==> src/rtl/instruction_fetch_pkg.sv <==
// Shared types and constants for the instruction fetch unit and its buffer.
package FetchPackage;

    typedef enum logic [1:0] {
        REQUEST   = 2'd0,
        WAIT_DATA = 2'd1,
        DISCARD   = 2'd2
    } FetchStates;

    localparam logic [31:0] INSTRUCTION_BYTES = 32'd4;

    typedef struct packed {
        logic [31:0] pc;
        logic [31:0] data;
    } fetch_entry_t;

    // Clears the byte-offset bits so every fetch address is word aligned.
    function automatic logic [31:0] word_align(input logic [31:0] addr);
        return addr & ~(INSTRUCTION_BYTES - 32'd1);
    endfunction

endpackage

==> src/rtl/instruction_fetch_buffer.sv <==
// fetch_buffer: two-entry in-order FIFO of {pc, data} pairs.
// Entry 0 is always the head, so the consumer sees it straight from a register.
module fetch_buffer
    import FetchPackage::*;
(
    input  logic         clk,
    input  logic         rst_n,
    input  logic         push,
    input  logic         pop,
    input  logic         flush,
    input  fetch_entry_t entry_in,
    output fetch_entry_t head,
    output logic         full,
    output logic         empty
);

    fetch_entry_t entry0_r;
    fetch_entry_t entry1_r;
    logic [1:0]   count_r;

    // Storage and occupancy; a flush only drops the count, stale data is never visible.
    always_ff @(posedge clk or negedge rst_n) begin
        if (!rst_n) begin
            entry0_r <= 64'd0;
            entry1_r <= 64'd0;
            count_r  <= 2'd0;
        end else if (flush) begin
            count_r <= 2'd0;
        end else begin
            case ({push, pop})
                2'b10: begin
                    if (count_r == 2'd0) begin
                        entry0_r <= entry_in;
                    end else begin
                        entry1_r <= entry_in;
                    end
                    count_r <= count_r + 2'd1;
                end
                2'b01: begin
                    entry0_r <= entry1_r;
                    count_r  <= count_r - 2'd1;
                end
                2'b11: begin
                    if (count_r == 2'd2) begin
                        entry0_r <= entry1_r;
                        entry1_r <= entry_in;
                    end else begin
                        entry0_r <= entry_in;
                    end
                end
                default: begin
                end
            endcase
        end
    end

    // Head and status flags come straight from registers.
    always_comb begin
        head  = entry0_r;
        full  = (count_r == 2'd2);
        empty = (count_r == 2'd0);
    end

endmodule

==> src/rtl/instruction_fetch.sv <==
// instruction_fetch: single-outstanding fetch engine feeding a 2-entry buffer.
// Optional macro FETCH_BYPASS_EN forwards a response straight to the outputs when the buffer is empty.
module instruction_fetch
    import FetchPackage::*;
#(
    parameter logic [31:0] RESET_VECTOR = 32'h0000_0000,
    parameter int          BUFFER_DEPTH = 2
) (
    input  logic        clk,
    input  logic        rst,
    output logic        memReadRequest,
    output logic [31:0] memAddress,
    input  logic        memReady,
    input  logic        memReadValid,
    input  logic [31:0] memReadData,
    output logic [31:0] instructionData,
    output logic [31:0] instructionPC,
    output logic        instructionValid,
    input  logic        instructionReady,
    input  logic        redirect,
    input  logic [31:0] redirectAddress
);

    FetchStates   state_r;
    FetchStates   state_next_s;
    logic [31:0]  fetch_pc_r;
    logic [31:0]  pending_pc_r;
    fetch_entry_t head_s;
    fetch_entry_t entry_in_s;
    logic         full_s;
    logic         empty_s;
    logic [31:0]  occupancy_s;
    logic [31:0]  outstanding_s;
    logic         accept_s;
    logic         response_s;
    logic         push_s;
    logic         pop_s;
    logic         buf_valid_s;

    fetch_buffer u_buffer (
        .clk      (clk),
        .rst_n    (rst),
        .push     (push_s),
        .pop      (pop_s),
        .flush    (redirect),
        .entry_in (entry_in_s),
        .head     (head_s),
        .full     (full_s),
        .empty    (empty_s)
    );

    // Request gating, handshakes and output selection.
    always_comb begin
        occupancy_s    = full_s ? 32'd2 : (empty_s ? 32'd0 : 32'd1);
        outstanding_s  = (state_r == REQUEST) ? 32'd0 : 32'd1;
        // rst gates the request so it drops immediately when reset asserts.
        memReadRequest = rst && (state_r == REQUEST) && !redirect &&
                         ((occupancy_s + outstanding_s) < 32'(BUFFER_DEPTH));
        memAddress     = fetch_pc_r;
        accept_s       = memReadRequest && memReady;
        response_s     = memReadValid && (state_r == WAIT_DATA) && !redirect;
        entry_in_s.pc   = pending_pc_r;
        entry_in_s.data = memReadData;
        buf_valid_s    = !empty_s;
        pop_s          = buf_valid_s && instructionReady && !redirect;
`ifdef FETCH_BYPASS_EN
        if (empty_s && response_s) begin
            instructionValid = 1'b1;
            instructionData  = memReadData;
            instructionPC    = pending_pc_r;
            push_s           = !instructionReady;
        end else begin
            instructionValid = buf_valid_s;
            instructionData  = head_s.data;
            instructionPC    = head_s.pc;
            push_s           = response_s;
        end
`else
        instructionValid = buf_valid_s;
        instructionData  = head_s.data;
        instructionPC    = head_s.pc;
        push_s           = response_s;
`endif
    end

    // Fetch FSM next-state; a redirect with data in flight must drain that response.
    always_comb begin
        state_next_s = state_r;
        case (state_r)
            REQUEST: begin
                if (accept_s) state_next_s = WAIT_DATA;
                else          state_next_s = REQUEST;
            end
            WAIT_DATA: begin
                if (memReadValid)  state_next_s = REQUEST;
                else if (redirect) state_next_s = DISCARD;
                else               state_next_s = WAIT_DATA;
            end
            DISCARD: begin
                if (memReadValid) state_next_s = DISCARD == DISCARD ? REQUEST : REQUEST;
                else              state_next_s = DISCARD;
            end
            default: state_next_s = REQUEST;
        endcase
    end

    // State, fetch PC and the PC of the request currently in flight.
    always_ff @(posedge clk or negedge rst) begin
        if (!rst) begin
            state_r      <= REQUEST;
            fetch_pc_r   <= RESET_VECTOR;
            pending_pc_r <= 32'd0;
        end else begin
            state_r <= state_next_s;
            if (redirect) begin
                fetch_pc_r <= word_align(redirectAddress);
            end else if (accept_s) begin
                fetch_pc_r <= fetch_pc_r + INSTRUCTION_BYTES;
            end else begin
                fetch_pc_r <= fetch_pc_r;
            end
            if (accept_s) begin
                pending_pc_r <= fetch_pc_r;
            end else begin
                pending_pc_r <= pending_pc_r;
            end
        end
    end

endmodule

==> config.mk <==
export PLATFORM = sky130hd
export DESIGN_NAME = instruction_fetch
export DESIGN_NICKNAME = d
export VERILOG_FILES = /design/src/rtl/instruction_fetch_pkg.sv /design/src/rtl/instruction_fetch_buffer.sv /design/src/rtl/instruction_fetch.sv
export SDC_FILE = /design/constraint.sdc
export NUM_CORES = 1
export LEC_CHECK = 0
export CELL_PAD_IN_SITES_DETAIL_PLACEMENT = 1
export CELL_PAD_IN_SITES_GLOBAL_PLACEMENT = 2
export CORE_AREA = 5 5 167 169
export DETAILED_ROUTE_END_ITERATION = 8
export DIE_AREA = 0 0 172 174
export GPL_TIMING_DRIVEN = 0
export HOLD_SLACK_MARGIN = 0.12
export PLACE_DENSITY = 0.76
export SLEW_MARGIN = 20
export SYNTH_ARGS = -nofsm -noshare
export SYNTH_HDL_FRONTEND = slang
export SYNTH_SLANG_ARGS = --single-unit
==> constraint.sdc <==
create_clock -name clk -period 2.5 [get_ports clk]
set_clock_uncertainty 0.05 [all_clocks]
set_input_delay 0.75 -clock clk [delete_from_list [all_inputs] [get_ports clk]]
set_output_delay 0.75 -clock clk [all_outputs]
set_load 0.05 [all_outputs]
After elaboration in Yosys (flattened, before gate mapping)
Index checks and enable logic that the tools add are counted.

Register bits after elaboration: 196. Output and inout bits: 98.

Reduce and logical (&&, ||, !) cells: 18. $lt $le $gt $ge: 1. $add $sub $neg: 4. Muxes and demuxes: 18. Equal/unequal tests: 9. Bitwise gates (word level): 1.

Operators by type and width (count): 64-bit two-way mux (4); 64-bit one-hot mux with 3 select lines (1); 64-bit one-hot mux with 2 select lines (1); 32-bit two-way mux (2); 32-bit by 3-bit adder with 32-bit output (second input constant) (1); 2-bit two-way mux (5); 2-bit == test (second input constant) (4); 1-bit logical AND (8); 2-bit inequality test (second input constant) (3); 2-bit one-hot mux with 3 select lines (1); 3-bit nonzero test (2); 2-bit by 1-bit == test with 1-bit output (second input constant) (2); 2-bit zero test (2); 2-bit one-hot mux with 2 select lines (1); 4-bit AND reduction (1); 2-bit nonzero test (2); 2-bit by 1-bit adder with 3-bit output (1); 3-bit by 2-bit < comparator with 1-bit output (second input constant) (1); 1-bit two-way mux (3); 3-bit AND reduction (1); 2-bit by 1-bit adder with 2-bit output (second input constant) (1); 1-bit zero test (2); 2-bit by 1-bit subtractor with 2-bit output (second input constant) (1); 1-bit NOT (1).

Depth between registers and ports, before layout
Gate-level depths: netlist of the first run.

Word-level depth: 9. Depth in mapped cells: 8. Depth with buffers taken out: 6.

Cells and area by module
A second synthesis of the first run with hierarchy kept.

Cells, all modules: 778. Area, all modules: 8548.2 sq um.

Modules (own cells, without submodules): fetch_buffer (times used 1, seq. area each 3253.1 sq um, cells each 429, area an instance 5465.2 sq um); instruction_fetch (times used 1, seq. area each 1551.5 sq um, cells each 349, area an instance 3083.0 sq um).

Worst setup path after synthesis of the first run
No wires, ideal clock.

Path kind: input to register. Start: input redirect. End: register fetch_pc_r[23] (netlist: memAddress[23]). Path slack: -0.053 ns. Required time: 2.326 ns. Arrival time: 2.380 ns. Stages: 5. Setup time: 0.124 ns. Cells stage by stage: nor4b_2 > and2_1 > nand4_1 > o211a_1 > a211o_1.

Longest elaborated chain between the ends: 5. Elaborated cells between the ends (all ways): 6. Those cells by class: 1 x mux; 5 x reduce/logical.

RTL lines: start, declared (RTL line instruction_fetch.sv:20) `input logic redirect,`; 1-bit zero test (RTL line instruction_fetch.sv:57) `memReadRequest = rst && (state_r == REQUEST) && !redirect &&`; 1-bit logical AND (2 in series) (RTL line instruction_fetch.sv:57); named net memReadRequest (RTL line instruction_fetch.sv:11) `output logic memReadRequest,`; 1-bit logical AND (RTL line instruction_fetch.sv:60) `accept_s = memReadRequest && memReady;`; 2-bit nonzero test (no line); end signal, assigned (RTL line instruction_fetch.sv:116) `fetch_pc_r <= word_align(redirectAddress);`; end signal, assigned (RTL line instruction_fetch.sv:118) `fetch_pc_r <= fetch_pc_r + INSTRUCTION_BYTES;`; end signal, assigned (RTL line instruction_fetch.sv:120) `fetch_pc_r <= fetch_pc_r;`; end, declared (RTL line instruction_fetch.sv:26) `logic [31:0] fetch_pc_r;`.

The timed path passes the listed nets, and every way through them passes these cells. A chain may end at the register's enable or synchronous reset.

Worst setup path after layout of the first run
Start: input redirect. End: output memReadRequest.

Longest elaborated chain between the ends: 3.

RTL lines (RTL line): 1-bit zero test (instruction_fetch.sv:57); 1-bit logical AND (2 in series) (instruction_fetch.sv:57); end, declared (instruction_fetch.sv:11).

Every way passes these cells.

==> results of run 1 <==
state kept, by name, indices dropped and copies added, names as in the netlist:
| register | count |
|---|---|
| u_buffer.count_r | 2 |
| state_r | 2 |
| u_buffer.entry1_r | 62 |
| memAddress | 30 |
| pending_pc_r | 30 |
| u_buffer.head | 63 |
power by group through the flow:
| stage | Sequential, mW | Clock [mW] | Combinational (mW) |
|---|---|---|---|
| CTS | 4.04 | 2.87 | 3.21 |
| global placement | 4.09 | 0 | 3.14 |
| detailed placement | 4.09 | 0 | 3.20 |
| global route | 4.11 | 3.01 | 3.36 |
| floorplan | 5.34 | 0 | 0.608 |
| finish | 4.04 | 2.81 | 3.17 |
synthesized netlist by cell type (6+ instances only):
cell type,count
o211ai_1,11
and3_1,7
clkbuf_1,24
nand4_1,12
o21ai_1,11
nor2_1,20
buf_6,13
mux2_2,62
a22oi_1,63
buf_2,10
nand3_1,22
nand2_1,253
dfrtp_1,189
and4_1,6
o21ai_0,8
inv_1,8
timing repair:
item	in CTS	in global routing
pin swaps	4	3
buffers inserted	3	1
cloned	4	0
hold buffers	1	1
setup endpoints to repair	154	62
endpoints found under the hold margin	14	15
gates resized for setup	52	12
layer usage:
metal  GRT usage, %  wire length, microns  vias to the layer above
met3          3.275                  1022                       25
met4          4.389                   365                        0
met5              0                     0                        -
met1          24.81                 12760                     3326
li1               -                     -                     3133
met2          27.62                 11880                      155
metrics by stage:
step                      cells  cell area (sq um)
after floorplan             788               8254
after global placement     1292              10310
after detailed placement   1294              10370
after CTS                  1332              11130
after global routing       1333              11150
final                      1333              11150
layout make-up:
class,instances,share of cell area (%)
Inverter,8,0.2693
Sequential cell,189,42.41
Multi-Input combinational cell,539,28.74
Buffer,50,2.861
Clock inverter,13,1.414
Timing Repair Buffer,174,16.51
Tap cell,341,3.826
Clock buffer,19,3.972
cell usage in the layout, fill, tap and decap left out, types with 10 or more instances in the layout:
cell	netlist	final
a22oi_1	63	63
clkbuf_16	0	17
buf_6	13	14
mux2_2	62	62
clkbuf_1	24	15
clkdlybuf4s50_1	0	126
nand2_1	253	253
buf_2	10	10
dlygate4sd2_1	0	29
dfrtp_1	189	189
nor2_1	20	18
nand3_1	22	22
o21ai_1	11	11
o211ai_1	11	11
nand4_1	12	12
worst reg2reg max path, delay by kind of cell (launching register included):
family / cells / cell delay, ps
and+or+nand+nor: 4 / 750
DFF: 1 / 440
buffers and inverters: 3 / 990
kinds of logic (layout without fill, tap and decap cells):
logic type	count (synthesis)	after routing	synth area share [%]
mux	64	64	8.706
simple gates	341	341	17.55
other cells	1	2	0.04546
xor+xnor	3	3	0.3186
compound gates	128	128	11.69
flops	189	189	57.33
buf+inv	60	264	4.202
fa+ha+maj	1	1	0.1517
final timing paths:
check                                         startpoint                            end  slack, ps  depth (start not counted)
max in group asynchronous                            rst  u_buffer.head[60]$_DFFE_PN0P_       1010                          2
min                                                  rst     memAddress[16]$_DFFE_PN0P_        200                          1
max reg2reg                         state_r[1]$_DFF_PN0_   pending_pc_r[20]$_DFFE_PN0P_        220                          7
min reg2reg                u_buffer.head[48]$_DFFE_PN0P_  u_buffer.head[48]$_DFFE_PN0P_        440                          2
max                                             redirect                 memReadRequest         50                          4
min in group clk           u_buffer.head[48]$_DFFE_PN0P_  u_buffer.head[48]$_DFFE_PN0P_        440                          2
==> metrics.txt, run 1 <==
status finished clean; Hold Path Class input port to asynchronous set/reset pin; worst-path cell chain clkbuf_2 -> nor4b_4 -> and2_4 -> buf_6; CP bufs+invs 2; row count 60; antenna cells 0; GRT overflow 0; Avg Inst Size Synth approximately 10 sq um; Crit. End Element output port; Vias/cell 4.980; CTS buffer count 17; CTS tree done; setup TNS 0 ps; CP arrival 1650 ps; chip height roughly 170 microns; unrepaired setup endpoints after global routing no; Via Count 6639; Seq pwr share between 40 and 50%; switch share between 30% and 40%; Worst slew margin a little under half; Gate Count Post-Synth just under 800; Die Wd 172 microns; CP required between 1500 and 2000 ps; Max Cap Viol 0; Clock Tree Buf Depth 2; count of cell types in the netlist 48; first-pass GRT wire length 41160 microns; H-tree levels 4; full die area roughly 0.03 sq mm; Synth Warn # 0; Synth area leaders dfrtp_1 57%, nand2_1 12%, mux2_2 8.5%; DRT antenna net count 0; clock share of power around 28%; Clk pin slew, worst setup/hold paths about 80 ps; Critical Path Start Type input port; Post-synth EDFFs 0; Net Switching 3.821 mW; Primary FF master, synth dfrtp_1; post-synthesis register bit count between 150 and 200; fraction of layout cells with a size suffix above 1 14.82%; GR Util All Layers 17.48%; f_max between 400 and 500 MHz; drt pass-1 iters 4; clk_lat worst skew about 430 ps; Comb pwr share roughly a third; Storage cell area 0.004730 sq mm; Period minus WS final roughly 2500 ps; PD cells about 900 mW/mm^2; largest net degree at the start of global routing 63; Final Hold Vio Count 0; VDD IR max roughly 440 uV; Critical-path top delay cell nor4b_4; Initial Util 31.22%; Final Wtd Congestion a little under 0.8; critical path class input port to output port; CP max stage delay 360 ps; pre-CTS setup slack -1351 ps; nets between 1000 and 1500; Util after Layout a little over two fifths; DRC Markers 0; Routed WL around 26000 microns; Tightest Pin Transition around 780 ps; final slew viol count 0; # setup viols final 0; Area Growth Syn to Fin 35.17%; vias in the first global route 7077; clk root buf clkbuf_16; leak pwr ~5.4 nW; final worst-path cycle share a little over nine tenths; Seq/Total Area, Yosys around 57%; asr flop ratio synth 100.0%; FILL cells approximately 3000; drt wl/cell between 15 and 20 microns; design internal power approximately 6.2 mW; overall power ~10 mW; post-synth top area share a little under three fifths; area of the core ~0.026 sq mm; synthesized area a little over 0.008 sq mm; area leader, netlist dfrtp_1; multi-input logic area ~0.0032 sq mm; Starting DRT DRC Count just over 400; Ports between 150 and 200; CP Max Fanout 4; hold slack final 204.4 ps; Final WS setup 49.59 ps; hpwl dp roughly 18000 microns; antenna violations before repair 0; clk sinks between 150 and 200; Top Family by Delay on Critical Path simple AND/OR/NAND/NOR gates; port bufs 163
(Power assumes the default switching activity.)
==> run 2: changes to the inputs <==
--- a/constraint.sdc
+++ b/constraint.sdc
@@ -4,2 +4,2 @@
 set_output_delay 0.75 -clock clk [all_outputs]
-set_load 0.05 [all_outputs]
+set_load 0.01 [all_outputs]
==> metrics.txt, run 2 (synthesis results as in run 1) <==
Hold Path Class input port to asynchronous set/reset pin; CP arrival 1630 ps (-20 ps); fraction of layout cells with a size suffix above 1 16.22% (+1.4 points); antenna violations before repair 0 (unchanged); vias in the first global route 7115 (+0.54%); Worst slew margin 54.10% (+6.4 points); Placed Instances 1294 (unchanged); clk_lat worst skew 440 ps (about the same); Largest register FFs 63 (unchanged); PD cells 768.5 mW/mm^2 (-14%); pre-CTS setup slack -1387 ps (-35.96 ps); Initial Util 31.22% (unchanged); chip height 174 microns (unchanged); antenna cells 0 (unchanged); port bufs 163 (unchanged); final slew viol count 0 (unchanged); CP Max Fanout 7 (+3); VDD IR max 354.0 uV (-20%); Area Growth Syn to Fin 36.89%; most common cell after layout, fill and taps aside nand2_1; CTS tree done; Final Wtd Congestion 0.7842 (-1.3%); Tightest Pin Transition 688.6 ps (-95.99 ps); hold slack final 190.1 ps (-14.31 ps); drt wl/cell 19.51 microns (-0.11%); GR Util All Layers 17.73% (+0.25 points); non-filler cells, final 1340 (+0.53%); f_max 410.9 MHz (+0.68%); # setup viols final 0 (unchanged); Max Cap Viol 0 (unchanged); Final Hold Vio Count 0 (unchanged); H-tree levels 4 (unchanged); status finished clean; final worst-path cycle share 97.35% (-0.66 points); Crit. End Element output port; DRT antenna net count 0 (unchanged); Period minus WS final 2434 ps (-16.58 ps); leak pwr 5.347 nW (-0.74%); DRC Markers 0 (unchanged); Vias/cell 5.085 (+2.1%); full die area 0.02993 sq mm (unchanged); critical path class flip-flop to output port; first-pass GRT wire length 41440 microns (+0.69%); Via Count 6814 (+2.6%); GRT overflow 0 (unchanged); commonest non-fill, non-tap cells in the layout 253 x nand2_1, 187 x dfrtp_1, 160 x clkdlybuf4s50_1; Clk pin slew, worst setup/hold paths 80 ps (about the same); hpwl dp 17740 microns (-1.3%); R2R cell count 6 (-1); setup TNS 0 ps (unchanged); Final WS setup 66.17 ps (+16.58 ps); design area 0.01129 sq mm (+1.3%); drt pass-1 iters 4 (unchanged); Routed WL 26140 microns (+0.41%); Clock Tree Buf Depth 2 (unchanged); clk root buf clkbuf_16; Ports 168 (unchanged); clk sinks 189 (unchanged); CTS buffer count 17 (unchanged); Die Wd 172 microns (unchanged); largest net degree at the start of global routing 43 (-32%); DP Area 0.01037 sq mm (about the same); CP required 1700 ps (about the same); area of the core 0.02643 sq mm (unchanged); row count 60 (unchanged); unrepaired setup endpoints after global routing no; Starting DRT DRC Count 342 (-18%); nets 1057 (+0.67%); Critical Path Start Type flip-flop
-- run 2: cell count changes in the layout (fill, tap and decap cells not counted), moves of 2 or more --
cell,before,now
dfrtp_1,189,187
bufbuf_16,4,7
dlymetal6s2s_1,4,0
dlygate4sd2_1,29,0
clkbuf_1,15,13
bufinv_16,2,0
buf_4,6,12
buf_1,2,0
clkdlybuf4s50_1,126,160
dfrtp_2,0,2
inv_6,2,6
-- run 2: per-layer routing --
metal	track usage [%]	wire, microns	vias to the layer above
met5	0	0	-
met4	5.601	537	0
met3	3.252	1320	33
met2	27.90	12220	180
met1	24.82	12060	3447
li1	-	-	3154
-- run 2: worst paths after layout --
| path | from | end | slack (ps) |
|---|---|---|---|
| setup / recovery | u_buffer.count_r[1]$_DFFE_PN0P_ | instructionValid | 70 |
| hold / removal | rst | memAddress[21]$_DFFE_PN0P_ | 190 |
| setup reg to reg | memAddress[5]$_DFFE_PN0P_ | memAddress[31]$_DFFE_PN0P_ | 240 |
| hold reg to reg | u_buffer.head[53]$_DFFE_PN0P_ | u_buffer.head[53]$_DFFE_PN0P_ | 450 |
| max in group asynchronous | rst | u_buffer.head[54]$_DFFE_PN0P_ | 1130 |
| min in group clk | u_buffer.head[53]$_DFFE_PN0P_ | u_buffer.head[53]$_DFFE_PN0P_ | 450 |
-- run 2: critical path, cell delays in order, from the launching register on --
cell and delay (ps):
dfrtp_2 460, nor2_4 170, inv_1 90, clkdlybuf4s50_1 480
-- run 2: power breakdown --
part / internal (mW) / switching, mW / leakage (nW)
sequential: 3.59 / 0.445 / 2.47
clock: 1.32 / 1.31 / 0.269
combinational: 1.14 / 0.866 / 2.60
-- run 2: through the flow --
step / power, mW / utilization [%]
6_report: 8.678 / 42.73
5_1_grt: 9.152 / 42.73
4_1_cts: 8.793 / 42.56
3_5_place_dp: 6.061 / 39.25
3_3_place_gp: 6.005 / 39.02
2_1_floorplan: 4.743 / -
-- run 2: layout make-up --
cell class,count,area (sq um)
Fill cell,2935,15130
Timing Repair Buffer,182,2011
Sequential cell,189,4732
Tap cell,341,426.7
Multi-Input combinational cell,539,3214
Clock buffer,18,429.2
Inverter,8,30.03
Clock inverter,14,127.6
Buffer,49,321.6
-- run 2: repair_timing --
item | CTS | global route
setup buffers | 5 | 5
gates resized for setup | 19 | 20
endpoints found under the setup margin | 125 | 148
hold buffers | 1 | 0
hold endpoints to repair | 12 | 0
pin swaps | 2 | 4
gates cloned | 7 | 0
==> run 3: changes to the inputs <==
- PLACE_DENSITY: 0.76 -> 0.77
- SYNTH_HIERARCHICAL: default -> 1
==> metrics.txt, run 3 <==
design internal power 6.783 mW (+12%); DRC Markers 0 (unchanged); worst reg2reg path endpoint memAddress[16]$_DFFE_PN0P_; CTS buffer count 17 (unchanged); # setup viols final 0 (unchanged); Via Count 6479 (-4.9%); beginning of the worst register-to-register path memAddress[2]$_DFFE_PN0P_; Net Switching 2.882 mW (+9.7%); Final Wtd Congestion 0.7839 (about the same); Top Family by Delay on Critical Path buffers and inverters; Clock Tree Buf Depth 2 (unchanged); R2R cell count 6 (unchanged); Final Hold Vio Count 0 (unchanged); synthesized area 0.008548 sq mm (+3.6%); Synth area leaders dfrtp_1 56%, mux2_2 8.0%, mux2i_1 7.5%; f_max 413.4 MHz (+0.62%); post-synthesis register bit count 192 (+1.6%); flop-to-flop setup slack 230 ps (about the same); PD cells 836.2 mW/mm^2 (+8.8%); Seq pwr share 44.6% (-1.9 points); drt pass-1 iters 4 (unchanged); Initial Util 32.35% (+1.1 points); switch share 29.82% (-0.44 points); Avg Inst Size Synth 10.99 sq um (+4.8%); CP startpoint redirect; count leader, synth dfrtp_1; Final WS setup 81.19 ps (+15.02 ps); worst-path cell chain clkbuf_4 -> buf_12 -> inv_6 -> buf_6 -> and3_4 -> and2b_1 -> nor2_2 -> nor3_4 -> buf_12 -> buf_6 -> mux2_2; Critical Path Start Type input port; DP Area 0.01074 sq mm (+3.5%); DRT antenna net count 0 (unchanged); unrepaired setup endpoints after global routing no; Util after Layout 43.74% (+1.0 points); fraction of layout cells with a size suffix above 1 16.55% (+0.33 points); Gate Count Post-Synth 778 (-1.1%); Synth Warn # 6 (+6); Comb pwr share 27.7% (+4.6 points); Tightest Pin Transition 659.2 ps (-29.39 ps); area leader, netlist dfrtp_1; first-pass GRT wire length 39630 microns (-4.4%); Seq/Total Area, Yosys 56.21% (-1.1 points); CP max stage delay 340 ps (-140 ps); hpwl dp 17440 microns (-1.7%); vias in the first global route 6984 (-1.8%); FILL cells 2903 (-1.1%); commonest non-fill, non-tap cells in the layout 190 x dfrtp_1, 160 x clkdlybuf4s50_1, 129 x nand2_1; Primary FF master, synth dfrtp_1; post-synth top area share 56.21% (-1.1 points); Ports 168 (unchanged); design area 0.01156 sq mm (+2.4%); Clk pin slew, worst setup/hold paths 70 ps (about the same); Levels on crit path 11 (+8); Hold Path Class input port to asynchronous set/reset pin; chip height 174 microns (unchanged); asr flop ratio synth 100.0% (unchanged); hold slack final 243.9 ps (+53.81 ps); clk root buf clkbuf_16; CTS tree done; Critical-path top delay cell mux2_2; critical path class input port to flip-flop; final worst-path cycle share 96.75% (-0.60 points); row count 60 (unchanged); Period minus WS final 2419 ps (-15.02 ps); antenna cells 0 (unchanged); Routed WL 25020 microns (-4.3%); Die Wd 172 microns (unchanged); status finished clean; Crit. End Element flip-flop; Starting DRT DRC Count 315 (-7.9%); largest net degree at the start of global routing 69 (+60%); clock share of power 27.7% (-2.7 points); port bufs 163 (unchanged); CP arrival 2670 ps (+1040 ps); count of cell types in the netlist 55 (+15%); CP bufs+invs 6 (+4); area of the core 0.02643 sq mm (unchanged); drt wl/cell 18.87 microns (-3.3%); final slew viol count 0 (unchanged); Post-synth EDFFs 0 (unchanged); antenna violations before repair 0 (unchanged); Max Cap Viol 0 (unchanged); Vias/cell 4.886 (-3.9%); nets 1045 (-1.1%); top cells by count, synth 192 x dfrtp_1, 129 x nand2_1, 81 x nor2_1; H-tree levels 4 (unchanged); CP required 2750 ps (+1050 ps); clk sinks 192 (+1.6%); GR Util All Layers 16.76% (-0.97 points); VDD IR max 472.5 uV (+33%); overall power 9.665 mW (+11%); pre-CTS setup slack -1342 ps (+45.63 ps); full die area 0.02993 sq mm (unchanged); CP Max Fanout 10 (+3); Setup crit end u_buffer/entry1_r[7]$_DFFE_PN0P_; Worst slew margin 56.06% (+2.0 points); Area Growth Syn to Fin 35.22%; most common cell after layout, fill and taps aside dfrtp_1; GRT overflow 0 (unchanged); clk_lat worst skew 420 ps (-20 ps); leak pwr 5.582 nW (+4.4%)
[run 3: worst min-delay path by stage]
stage | endpoint | startpoint | depth (start not counted)
6_report | u_buffer/head[16]$_DFFE_PN0P_ | rst | 1
5_1_grt | u_buffer/head[16]$_DFFE_PN0P_ | rst | 1
4_1_cts | u_buffer/head[16]$_DFFE_PN0P_ | rst | 1
3_5_place_dp | u_buffer/entry1_r[11]$_DFFE_PN0P_ | u_buffer/entry1_r[11]$_DFFE_PN0P_ | 1
3_3_place_gp | u_buffer/entry1_r[9]$_DFFE_PN0P_ | u_buffer/entry1_r[9]$_DFFE_PN0P_ | 1
2_1_floorplan | memAddress[10]$_DFFE_PN0P_ | rst | 0
[run 3: layer usage]
layer  vias up  part of all wire [%]  track usage (%)
met1      3240                    47            23.85
met2       133                    47            26.60
li1       3088                     -                -
met5         -                     0                0
met4         0                   1.3            4.356
met3        18                   4.3            2.797
[run 3: power groups by stage]
stage | combinational, mW | sequential, mW | clock (mW)
global placement | 2.61 | 4.37 | 0
global route | 2.92 | 4.42 | 2.88
floorplan | 0.800 | 4.53 | 0
detailed placement | 2.67 | 4.39 | 0
finish | 2.68 | 4.31 | 2.68
CTS | 2.72 | 4.33 | 2.76
[run 3: final cells by class]
type	count	area [sq um]	area share (%)
Buffer	46	360.3	3.118
Clock buffer	17	425.4	3.680
Clock inverter	13	140.1	1.212
Inverter	8	35.03	0.3031
Multi-Input combinational cell	537	3512	30.39
Sequential cell	192	4807	41.59
Tap cell	341	426.7	3.691
Timing Repair Buffer	172	1852	16.02
[run 3: timing repair]
action | in CTS | in global routing
pin swaps | 1 | 1
hold endpoints to repair | 22 | 0
hold buffers | 2 | 0
setup buffers | 2 | 0
cloned | 3 | 0
resized for setup | 20 | 27
endpoints found under the setup margin | 182 | 131
[run 3: cell families (layout without fill, tap and decap cells)]
group / Yosys count / count (layout) / share of synthesized area, %
AOI/OAI and AO/OA: 125 / 125 / 8.870
xor gates and xnor gates: 5 / 5 / 0.5124
DFF: 192 / 192 / 56.21
muxes: 129 / 129 / 16.06
buffers and inverters: 54 / 256 / 3.688
and+or+nand+nor: 271 / 271 / 14.48
adders and majority gates: 1 / 1 / 0.1463
other: 1 / 6 / 0.04387
[run 3: per-stage QoR]
stage / instances / setup TNS (ps)
2_1_floorplan: 783 / -2575
4_1_cts: 1326 / -31.67
6_report: 1326 / 0
5_1_grt: 1326 / 0
3_5_place_dp: 1289 / -205020
3_3_place_gp: 1287 / -2249350
